--- config.mk ---
export PLATFORM = sky130hd
export DESIGN_NAME = map_checkpoint_ctrl
export DESIGN_NICKNAME = d
export VERILOG_FILES = /design/src/rtl/map_checkpoint_ctrl.sv
export SDC_FILE = /design/constraint.sdc
export NUM_CORES = 1
export LEC_CHECK = 0
export BUFFER_PORTS_ARGS = -buffer_cell sky130_fd_sc_hd__buf_2
export CAP_MARGIN = 20
export CORE_ASPECT_RATIO = 0.6
export CORE_MARGIN = 2
export CORE_UTILIZATION = 45
export DETAILED_ROUTE_END_ITERATION = 12
export GPL_TIMING_DRIVEN = 0
export HOLD_SLACK_MARGIN = 0.1
export SLEW_MARGIN = 10
export SYNTH_ARGS = -nofsm -noshare
export SYNTH_HDL_FRONTEND = slang
export SYNTH_SLANG_ARGS = --single-unit
--- constraint.sdc ---
create_clock -name clock -period 4.1 [get_ports clock]
set_input_delay 0.82 -clock clock [delete_from_list [all_inputs] [get_ports clock]]
set_output_delay 0.82 -clock clock [all_outputs]
set_load 0.05 [all_outputs]
--- src/rtl/map_checkpoint_ctrl.sv ---
// map_checkpoint_ctrl: branch checkpoint controller for the rename stage.
// Each dispatching branch gets a checkpoint ID in program order, along with a
// copy of the rename map table. While a snapshot is live, CDB completions keep
// its ready bits current. A mispredict frees the offending checkpoint and every
// younger one. One cycle later the controller drives a single-cycle restore of
// the saved table.
// Optional build macro: CKPT_PERF_CNT_EN adds saturating perf counters
// (perf_full_stalls, perf_restores).
//
// Handshake: an allocation happens on a rising edge where alloc_req && alloc_ready.
// alloc_ready depends only on registered state and the current resolve inputs,
// never on alloc_req. restore_valid is a one-cycle strobe with no backpressure.

`ifndef ARCH_REG_SZ
`define ARCH_REG_SZ 8
`endif
`ifndef N
`define N 2
`endif
`ifndef PHYS_REG_W
`define PHYS_REG_W 6
`endif

package map_checkpoint_pkg;
  typedef struct packed {
    logic [`PHYS_REG_W-1:0] phys_reg;
    logic                   ready;
  } MAP_ENTRY;

  typedef struct packed {
    logic                   valid;
    logic [`PHYS_REG_W-1:0] tag;
  } CDB_ENTRY;

  typedef MAP_ENTRY [`ARCH_REG_SZ-1:0] map_table_t;
  typedef CDB_ENTRY [`N-1:0]           cdb_bus_t;
endpackage

module map_checkpoint_ctrl
  import map_checkpoint_pkg::*;
#(
  parameter int NUM_CKPT   = 4,
  parameter int CKPT_IDX_W = $clog2(NUM_CKPT)
) (
  input  logic                  clock,
  input  logic                  reset,
  input  logic                  alloc_req,
  output logic                  alloc_ready,
  output logic [CKPT_IDX_W-1:0] alloc_id,
  input  map_table_t            snapshot_in,
  input  logic                  resolve_valid,
  input  logic [CKPT_IDX_W-1:0] resolve_id,
  input  logic                  resolve_mispredict,
  input  cdb_bus_t              cdb_broadcasts,
  output logic                  restore_valid,
  output map_table_t            restore_table,
  output logic [NUM_CKPT-1:0]   ckpt_valid
`ifdef CKPT_PERF_CNT_EN
  ,
  output logic [31:0]           perf_full_stalls,
  output logic [31:0]           perf_restores
`endif
);

  localparam logic [CKPT_IDX_W-1:0] IDX_ONE = CKPT_IDX_W'(1);

  // Registered state
  map_table_t            r_snap [NUM_CKPT];
  logic [NUM_CKPT-1:0]   r_valid;
  logic [CKPT_IDX_W-1:0] r_head;
  logic [CKPT_IDX_W-1:0] r_tail;
  logic                  r_restore_valid;
  map_table_t            r_restore_table;

  // Combinational decode
  logic                  w_mispredict;
  logic                  w_correct;
  logic                  w_alloc_ready;
  logic                  w_alloc;
  logic [CKPT_IDX_W-1:0] w_dist;
  logic [NUM_CKPT-1:0]   w_kill_mask;
  logic [NUM_CKPT-1:0]   w_valid_nxt;
  logic [CKPT_IDX_W-1:0] w_tail_nxt;
  logic [CKPT_IDX_W-1:0] w_head_nxt;
  logic                  w_head_stop;

  // Force ready on any entry whose physical register completes this cycle.
  function automatic map_table_t cdb_merge(input map_table_t tbl, input cdb_bus_t cdb);
    map_table_t res;
    res = tbl;
    for (int a = 0; a < `ARCH_REG_SZ; a++) begin
      for (int c = 0; c < `N; c++) begin
        if (cdb[c].valid && (cdb[c].tag == tbl[a].phys_reg)) begin
          res[a].ready = 1'b1;
        end
      end
    end
    return res;
  endfunction

  assign w_mispredict  = resolve_valid &&  resolve_mispredict && r_valid[resolve_id];
  assign w_correct     = resolve_valid && !resolve_mispredict && r_valid[resolve_id];
  // A correct resolve in this same cycle does not free a slot early.
  assign w_alloc_ready = !r_valid[r_tail] && !r_restore_valid && !w_mispredict;
  assign w_alloc       = alloc_req && w_alloc_ready;

  assign alloc_ready   = w_alloc_ready;
  assign alloc_id      = r_tail;
  assign ckpt_valid    = r_valid;
  assign restore_valid = r_restore_valid;
  assign restore_table = r_restore_table;

  // Slots from resolve_id up to tail-1 (cyclic) are the mispredicting branch and all younger ones.
  // A zero distance means the tail has wrapped onto a live slot, so every slot is killed.
  always_comb begin
    logic [CKPT_IDX_W-1:0] slot;
    w_kill_mask = '0;
    w_dist      = r_tail - resolve_id;
    slot        = '0;
    for (int i = 0; i < NUM_CKPT; i++) begin
      slot = resolve_id + i[CKPT_IDX_W-1:0];
      if ((w_dist == '0) || (i < int'(w_dist))) begin
        w_kill_mask[slot] = 1'b1;
      end
    end
  end

  // Next live bits and next tail. Alloc, correct-free and mispredict never hit the same slot.
  always_comb begin
    w_valid_nxt = r_valid;
    w_tail_nxt  = r_tail;
    if (w_alloc) begin
      w_valid_nxt[r_tail] = 1'b1;
      w_tail_nxt          = r_tail + IDX_ONE;
    end
    if (w_correct) begin
      w_valid_nxt[resolve_id] = 1'b0;
    end
    if (w_mispredict) begin
      w_valid_nxt = r_valid & ~w_kill_mask;
      w_tail_nxt  = resolve_id;
    end
  end

  // Move the oldest-live pointer past freed slots, stopping at the tail or a live slot.
  always_comb begin
    w_head_nxt  = r_head;
    w_head_stop = 1'b0;
    for (int i = 0; i < NUM_CKPT; i++) begin
      if (!w_head_stop) begin
        if ((w_head_nxt == w_tail_nxt) || w_valid_nxt[w_head_nxt]) begin
          w_head_stop = 1'b1;
        end else begin
          w_head_nxt = w_head_nxt + IDX_ONE;
        end
      end
    end
  end

  // Pointer, live-bit and restore registers.
  always_ff @(posedge clock or posedge reset) begin
    if (reset) begin
      r_valid         <= '0;
      r_head          <= '0;
      r_tail          <= '0;
      r_restore_valid <= 1'b0;
      r_restore_table <= '0;
    end else begin
      r_valid         <= w_valid_nxt;
      r_head          <= w_head_nxt;
      r_tail          <= w_tail_nxt;
      r_restore_valid <= w_mispredict;
      if (w_mispredict) begin
        r_restore_table <= cdb_merge(r_snap[resolve_id], cdb_broadcasts);
      end
    end
  end

  // Snapshot storage: capture on allocation, otherwise keep live snapshots' ready bits current.
  always_ff @(posedge clock) begin
    for (int s = 0; s < NUM_CKPT; s++) begin
      if (w_alloc && (r_tail == s[CKPT_IDX_W-1:0])) begin
        r_snap[s] <= cdb_merge(snapshot_in, cdb_broadcasts);
      end else if (r_valid[s]) begin
        r_snap[s] <= cdb_merge(r_snap[s], cdb_broadcasts);
      end
    end
  end

`ifdef CKPT_PERF_CNT_EN
  logic [31:0] r_perf_full_stalls;
  logic [31:0] r_perf_restores;

  // Saturating counters: stalls caused by a full ring, and restore pulses.
  always_ff @(posedge clock or posedge reset) begin
    if (reset) begin
      r_perf_full_stalls <= '0;
      r_perf_restores    <= '0;
    end else begin
      if (alloc_req && r_valid[r_tail] && (r_perf_full_stalls != 32'hFFFF_FFFF)) begin
        r_perf_full_stalls <= r_perf_full_stalls + 32'd1;
      end
      if (r_restore_valid && (r_perf_restores != 32'hFFFF_FFFF)) begin
        r_perf_restores <= r_perf_restores + 32'd1;
      end
    end
  end

  assign perf_full_stalls = r_perf_full_stalls;
  assign perf_restores    = r_perf_restores;
`endif

endmodule

==> impl_metrics.yaml, run 1 <==
setup_path:
  worstSetupPathType: "in2reg"
  cpPeakStageDelay_ns: 0.58
  critPathBufInv: 5
  r2r_cells: 7
  cp_slowest_cell: "inv_2"
  crit_fanout: 27
  cp_num_cells: 9
  path_common_cell: "buf_6"
  critPathRequiredTime_ns: 4.40
  cp_data_arrival_time_ns: 3.79
  timing.rr.end: "r_snap[2][25]$_DFFE_PP_"
  r2r_start: "alloc_id[0]$_DFFE_PP0P_"
  worstSetupStartpointType: "input pin"
  cp_top_family: "buffers and inverters"
  r2r_slack_ns: 0.64
  worst_setup_path_end_kind: "flop"
  path_cells: "buf_2, buf_6, mux4_2, a311oi_4, and2_2, nand2_2, buf_6, inv_2, buf_12"
drt:
  drc_errors: 0
  wl_met3_um: 12700
  num_vias: 15000
  drt-initial-drc-count: 2524
  top_layer_used: "met4"
  firstDrtPassIters: 10
  antenna_violating_nets_post_route: 0
  met1_length_um: 32500
  drt-total-wl_um: 81400
  routedWlPerCell_um: 35.5
  vias_per_cell: 6.53
  wl_met2_um: 31900
clock_tree:
  postCtsHoldBufs: 0
  cts_tree: "yes"
  clockBufferDepth: 3
  cts.reportedPaths.clkPinSlew_ns: 0.07
  ctsResizeCount: 0
  numCtsBuffers: 29
  cts.sinks: 287
  cts_setup_buffers: 0
  cts-root-buf: "clkbuf_16"
  htree_levels: 1
  insertion_delay_ns: 0.61
run_status:
  status: "complete, no violations"
synthesis:
  async_flop_share: 0.220
  syn_inst: 1561
  synth_ff_type: "edfxtp_1"
  synth_top_family_by_area: "XOR/XNOR gates"
  yosys.area_share.simple: 0.119
  synth_xor_area_frac: 0.280
  synth_edf_count: 224
  synthAdderAreaFrac: 0.00622
  ys_warn_count: 0
  synth_compound_area_frac: 0.0252
  synth_area_leader_cell: "edfxtp_1"
  synth_seq_area_share: 0.458
  synth_area_mm2: 0.0181
  syn_nets: 1647
  synthTopCellsByArea: "edfxtp_1 37%, xnor2_1 14%, xor2_1 14%"
  muxShareOfSynthArea: 0.0813
  synth_top_area_frac: 0.371
  ys_types: 45
  syn_avg_cell_area_um2: 11.6
  ys_ff_latch: 287
floorplanning:
  die_h_um: 159
  ioPinCount: 141
  core_mm2: 0.0394
  die_w_um: 263
  fp.dieArea_mm2: 0.0419
  row_count: 56
  start_util: 0.460
sta:
  layout_min_cycle_time_ns: 3.50
  tightest_slew_ns: 1.29
  fin_ws_ns: 0.604
  hold_violations: 0
  setup_violations: 0
  fin_tns_setup_ns: 0
  max-slew-margin-rel: 0.140
  rsz0062_at_grt: "false"
  finalClockSkew_ns: 0.0159
  fmax_mhz: 286
  fin_crit_sh: 0.853
  final_max_slew_viol_count: 0
power_and_ir_drop:
  ir_worst_vdd_uv: 409
  switching_share: 0.431
  comb_power_share: 0.398
  p_int_mw: 7.27
  clkPwrFrac: 0.225
  power_switching_mw: 5.51
  leakagePower_nw: 7.52
  seqPwrFrac: 0.376
  power.density_mw_per_mm2: 610
job:
  maxCapViolations: 0
grt:
  grt_pass1_vias: 14500
  grt_max_degree: 51
  antenna_found_initial: 1
  grt_pass1_wl_um: 113000
  grtUsageTotal: 0.386
  grt_overflow: 0
placement:
  dp_worst_setup_slack_ns: 0.0358
  dpl.hpwl_um: 57500
  dp.cells: 2238
  place_congestion: 0.993
  port_buffers: 126
final_layout:
  num-fill-cells: 3504
  final_common_cell: "xnor2_1"
  nets: 1837
  final_cell_mix: "294 x xnor2_1, 285 x xor2_1, 224 x edfxtp_1"
  layout.cells.non_filler: 2297
  area_growth_pct: 15.7
  layout-drive-gt1-share: 0.183
hold_path:
  hp-class: "in2async"
-- metal layers --
| layer | GRT usage | vias up |
|---|---|---|
| met5 | 0 | - |
| met4 | 0.186 | 0 |
| met1 | 0.541 | 7429 |
| li1 | - | 5976 |
| met2 | 0.522 | 1307 |
| met3 | 0.146 | 276 |
-- flip-flops by register name, summed over array words and instances, names as in the netlist --
register / flops
restore_table: 56
ckpt_valid: 4
r_snap: 224
restore_valid: 1
alloc_id: 2
-- metrics by stage --
step                      utilization  hold slack (ns)  instance area, um2  total power, mW
after detailed placement        0.505            0.460               19900             9.80
after global routing            0.532            0.152               20900             13.2
final                           0.532            0.141               20900             12.8
after floorplan                     -            0.569               18100             7.98
after global placement          0.493            0.454               19400             9.65
after CTS                       0.530            0.131               20900             12.6
-- Yosys cell counts (2+ instances only) --
library cell    n
xnor2_1       294
clkbuf_1       46
buf_2          32
buf_1          30
ha_1            9
o311ai_0        7
or2b_4          2
mux4_2         54
a22oi_1         2
mux2i_1        20
dfrtp_1        63
xor2_1        285
and3_2          2
edfxtp_1      224
o21ai_0        22
o31a_1          2
nand4b_1        2
nand2_1       156
mux2_2          5
nor3_1         22
a221oi_1        2
inv_1          10
a211oi_1        2
nor4_1        111
or2_2           3
nand3_1         3
a21oi_1        25
nand4_1        95
buf_6           5
nor2_1         10
a32o_1          2
-- power by group through the flow --
stage	logic (mW)	clock network, mW	registers (mW)
6_report	5.09	2.88	4.81
5_1_grt	5.31	2.98	4.87
4_1_cts	4.99	2.88	4.77
3_5_place_dp	4.97	0	4.82
3_3_place_gp	4.81	0	4.84
2_1_floorplan	2.27	0	5.70
-- logic make-up (layout without fill, tap and decap cells) --
| family | Yosys count | count (layout) |
|---|---|---|
| other cells | 0 | 1 |
| fa+ha+maj | 9 | 9 |
| mux | 79 | 79 |
| simple gates | 412 | 412 |
| compound gates | 71 | 71 |
| xor+xnor | 579 | 579 |
| flops | 287 | 287 |
| buf+inv | 124 | 337 |
-- worst max-delay path by stage --
stage	start	to
5_1_grt	resolve_id[0]	r_snap[2][31]$_DFFE_PP_
2_1_floorplan	resolve_id[0]	r_snap[2][10]$_DFFE_PP_
3_5_place_dp	resolve_id[0]	r_snap[2][26]$_DFFE_PP_
3_3_place_gp	resolve_id[0]	r_snap[2][26]$_DFFE_PP_
4_1_cts	resolve_id[0]	r_snap[2][43]$_DFFE_PP_
6_report	resolve_id[0]	r_snap[2][25]$_DFFE_PP_
-- worst reg2reg max path: cells and delay by family (launching register included) --
kind / cells / cell delay [ns]
multiplexers: 1 / 0.57
AND/OR/NAND/NOR: 2 / 0.54
AO/OA/AOI/OAI: 1 / 0.38
buffers and inverters: 3 / 1.17
flip-flops: 1 / 0.49
-- cell type report --
cell class                      count  area, um2  share of cell area
Antenna cell                        1       2.50            0.000119
Buffer                            113        509              0.0243
Inverter                           11       43.8             0.00209
Timing Repair Buffer              159       1170              0.0559
Multi-Input combinational cell   1150       9280               0.443
Clock buffer                       38        815              0.0389
Tap cell                          522        653              0.0312
Sequential cell                   287       8300               0.396
Clock inverter                     16        173             0.00824
(Power assumes the default switching activity.)
==> run 2: changes to the inputs <==
--- a/config.mk
+++ b/config.mk
@@ -7,9 +7,9 @@
 export LEC_CHECK = 0
 export BUFFER_PORTS_ARGS = -buffer_cell sky130_fd_sc_hd__buf_2
 export CAP_MARGIN = 20
-export CORE_ASPECT_RATIO = 0.6
 export CORE_MARGIN = 2
 export CORE_UTILIZATION = 45
+export CTS_CLUSTER_SIZE = 12
 export DETAILED_ROUTE_END_ITERATION = 12
 export GPL_TIMING_DRIVEN = 0
 export HOLD_SLACK_MARGIN = 0.1
==> run 2 against run 1 <==
Compared with the run above: via count decreased by 2.3%; sequential cell count unchanged; maximum frequency is 1.2% higher; setup slack improved by 0.041 ns; non-clock buffer count decreased by 7; final area is 0.19% higher; first-iteration DRC count down 25%; register-to-register slack gained 0.16 ns; largest cell class unchanged; largest power group unchanged.
==> impl_metrics.yaml, run 2 (same netlist as run 1, synthesis figures left out) <==
grt:
  antenna_found_initial: 0
  use_met1: 0.488
  grt_max_degree: 54
  grtUsageTotal: 0.371
  grt_pass1_wl_um: 107000
  grt_pass1_vias: 14200
  busiest_layer: "met2"
  grt_overflow: 0
  grtUsageMet2: 0.552
  use_met3: 0.113
drt:
  drc_errors: 0
  firstDrtPassIters: 7
  num_vias: 14600
  antenna_violating_nets_post_route: 0
  drt-total-wl_um: 77200
  drt-initial-drc-count: 1901
  routedWlPerCell_um: 33.6
  vias_per_cell: 6.37
sta:
  fin_tns_setup_ns: 0
  setup_violations: 0
  hold_violations: 0
  rsz0062_at_grt: "false"
  fmax_mhz: 289
  tightest_slew_ns: 1.26
  fin_ws_ns: 0.645
  finalClockSkew_ns: 0.0188
  final_max_slew_viol_count: 0
  fin_hold_ws_ns: 0.175
  fin_crit_sh: 0.843
  max-slew-margin-rel: 0.160
  layout_min_cycle_time_ns: 3.46
clock_tree:
  numCtsBuffers: 34
  cts.sinks: 287
  htree_levels: 2
  cts_tree: "yes"
  insertion_delay_ns: 0.56
  cts-root-buf: "clkbuf_16"
  postCtsHoldBufs: 0
  ctsResizeCount: 0
  cts_setup_buffers: 0
  clockBufferDepth: 3
  cts.reportedPaths.clkPinSlew_ns: 0.06
floorplanning:
  die_h_um: 205
  ioPinCount: 141
  fp.dieArea_mm2: 0.0419
  row_count: 73
  core_mm2: 0.0397
  die_w_um: 205
  start_util: 0.456
power_and_ir_drop:
  ir_worst_vdd_uv: 307
  power.density_mw_per_mm2: 620
  leakagePower_nw: 7.52
hold_path:
  hp-class: "in2async"
final_layout:
  area_growth_pct: 15.9
  layout-drive-gt1-share: 0.178
  final_common_cell: "xnor2_1"
  nets: 1835
  largest_reg_flops: 224
  utilization: 0.528
  layout.cells.non_filler: 2298
  regMostFlops: "r_snap"
  diodes: 0
  final_cell_mix: "294 x xnor2_1, 285 x xor2_1, 224 x edfxtp_1"
run_status:
  status: "complete, no violations"
placement:
  place_congestion: 0.993
  dp_worst_setup_slack_ns: 0.179
  port_buffers: 126
  dpl.hpwl_um: 54100
  dp.cells: 2235
setup_path:
  critPathRequiredTime_ns: 4.60
  r2r_slack_ns: 0.80
  cp_data_arrival_time_ns: 3.95
  crit_fanout: 10
  worst_setup_path_end_kind: "flop"
  worstSetupPathType: "in2reg"
  worstSetupStartpointType: "input pin"
job:
  maxCapViolations: 0
## run 2: worst max-delay path, stage by stage
cell and delay (ns):
buf_2 0.13, buf_6 0.16, clkbuf_1 0.73, inv_2 0.34, mux2i_1 0.67, xnor2_1 0.21
nand4_1 0.13, o41ai_1 0.54, o22a_1 0.19
## run 2: layout make-up
class	instances	area, um2
plain buffers	113	507
repair buffers	152	1040
clock inverters	14	178
clock buffers	46	980
flip-flops and latches	287	8300
well taps	525	657
fillers	3463	18700
inverters	11	46.3
multi-input cells	1150	9280
## run 2: power breakdown
group / internal, mW / total [mW] / leakage (nW) / switching [mW]
sequential: 4.12 / 4.81 / 2.82 / 0.695
combinational: 1.54 / 4.99 / 4.14 / 3.45
clock: 1.93 / 3.20 / 0.554 / 1.27
total: 7.59 / 13.0 / 7.52 / 5.42
## run 2: path summary, 6_finish.rpt
kind,cells past startpoint,endpoint,start
hold / removal,2,restore_table[37]$_DFFE_PP0N_,reset
hold reg to reg,2,restore_table[30]$_DFFE_PP0N_,restore_table[30]$_DFFE_PP0N_
min in group clock,2,restore_table[30]$_DFFE_PP0N_,restore_table[30]$_DFFE_PP0N_
max in group asynchronous,3,ckpt_valid[0]$_DFF_PP0_,reset
setup reg to reg,6,r_snap[2][29]$_DFFE_PP_,alloc_id[0]$_DFFE_PP0P_
setup / recovery,9,restore_table[28]$_DFFE_PP0N_,resolve_id[0]
## run 2: metal layers
layer | routed length, um | up-vias
li1 | - | 5963
met1 | 29200 | 7251
met2 | 32900 | 1127
met3 | 10200 | 307
met4 | 4820 | 0
met5 | 0 | -
## run 2: stage by stage
step,area [um2],power (mW)
2_1_floorplan,18100,7.98
3_3_place_gp,19400,9.57
3_5_place_dp,19800,9.71
4_1_cts,20900,12.9
5_1_grt,21000,13.4
6_report,21000,13.0
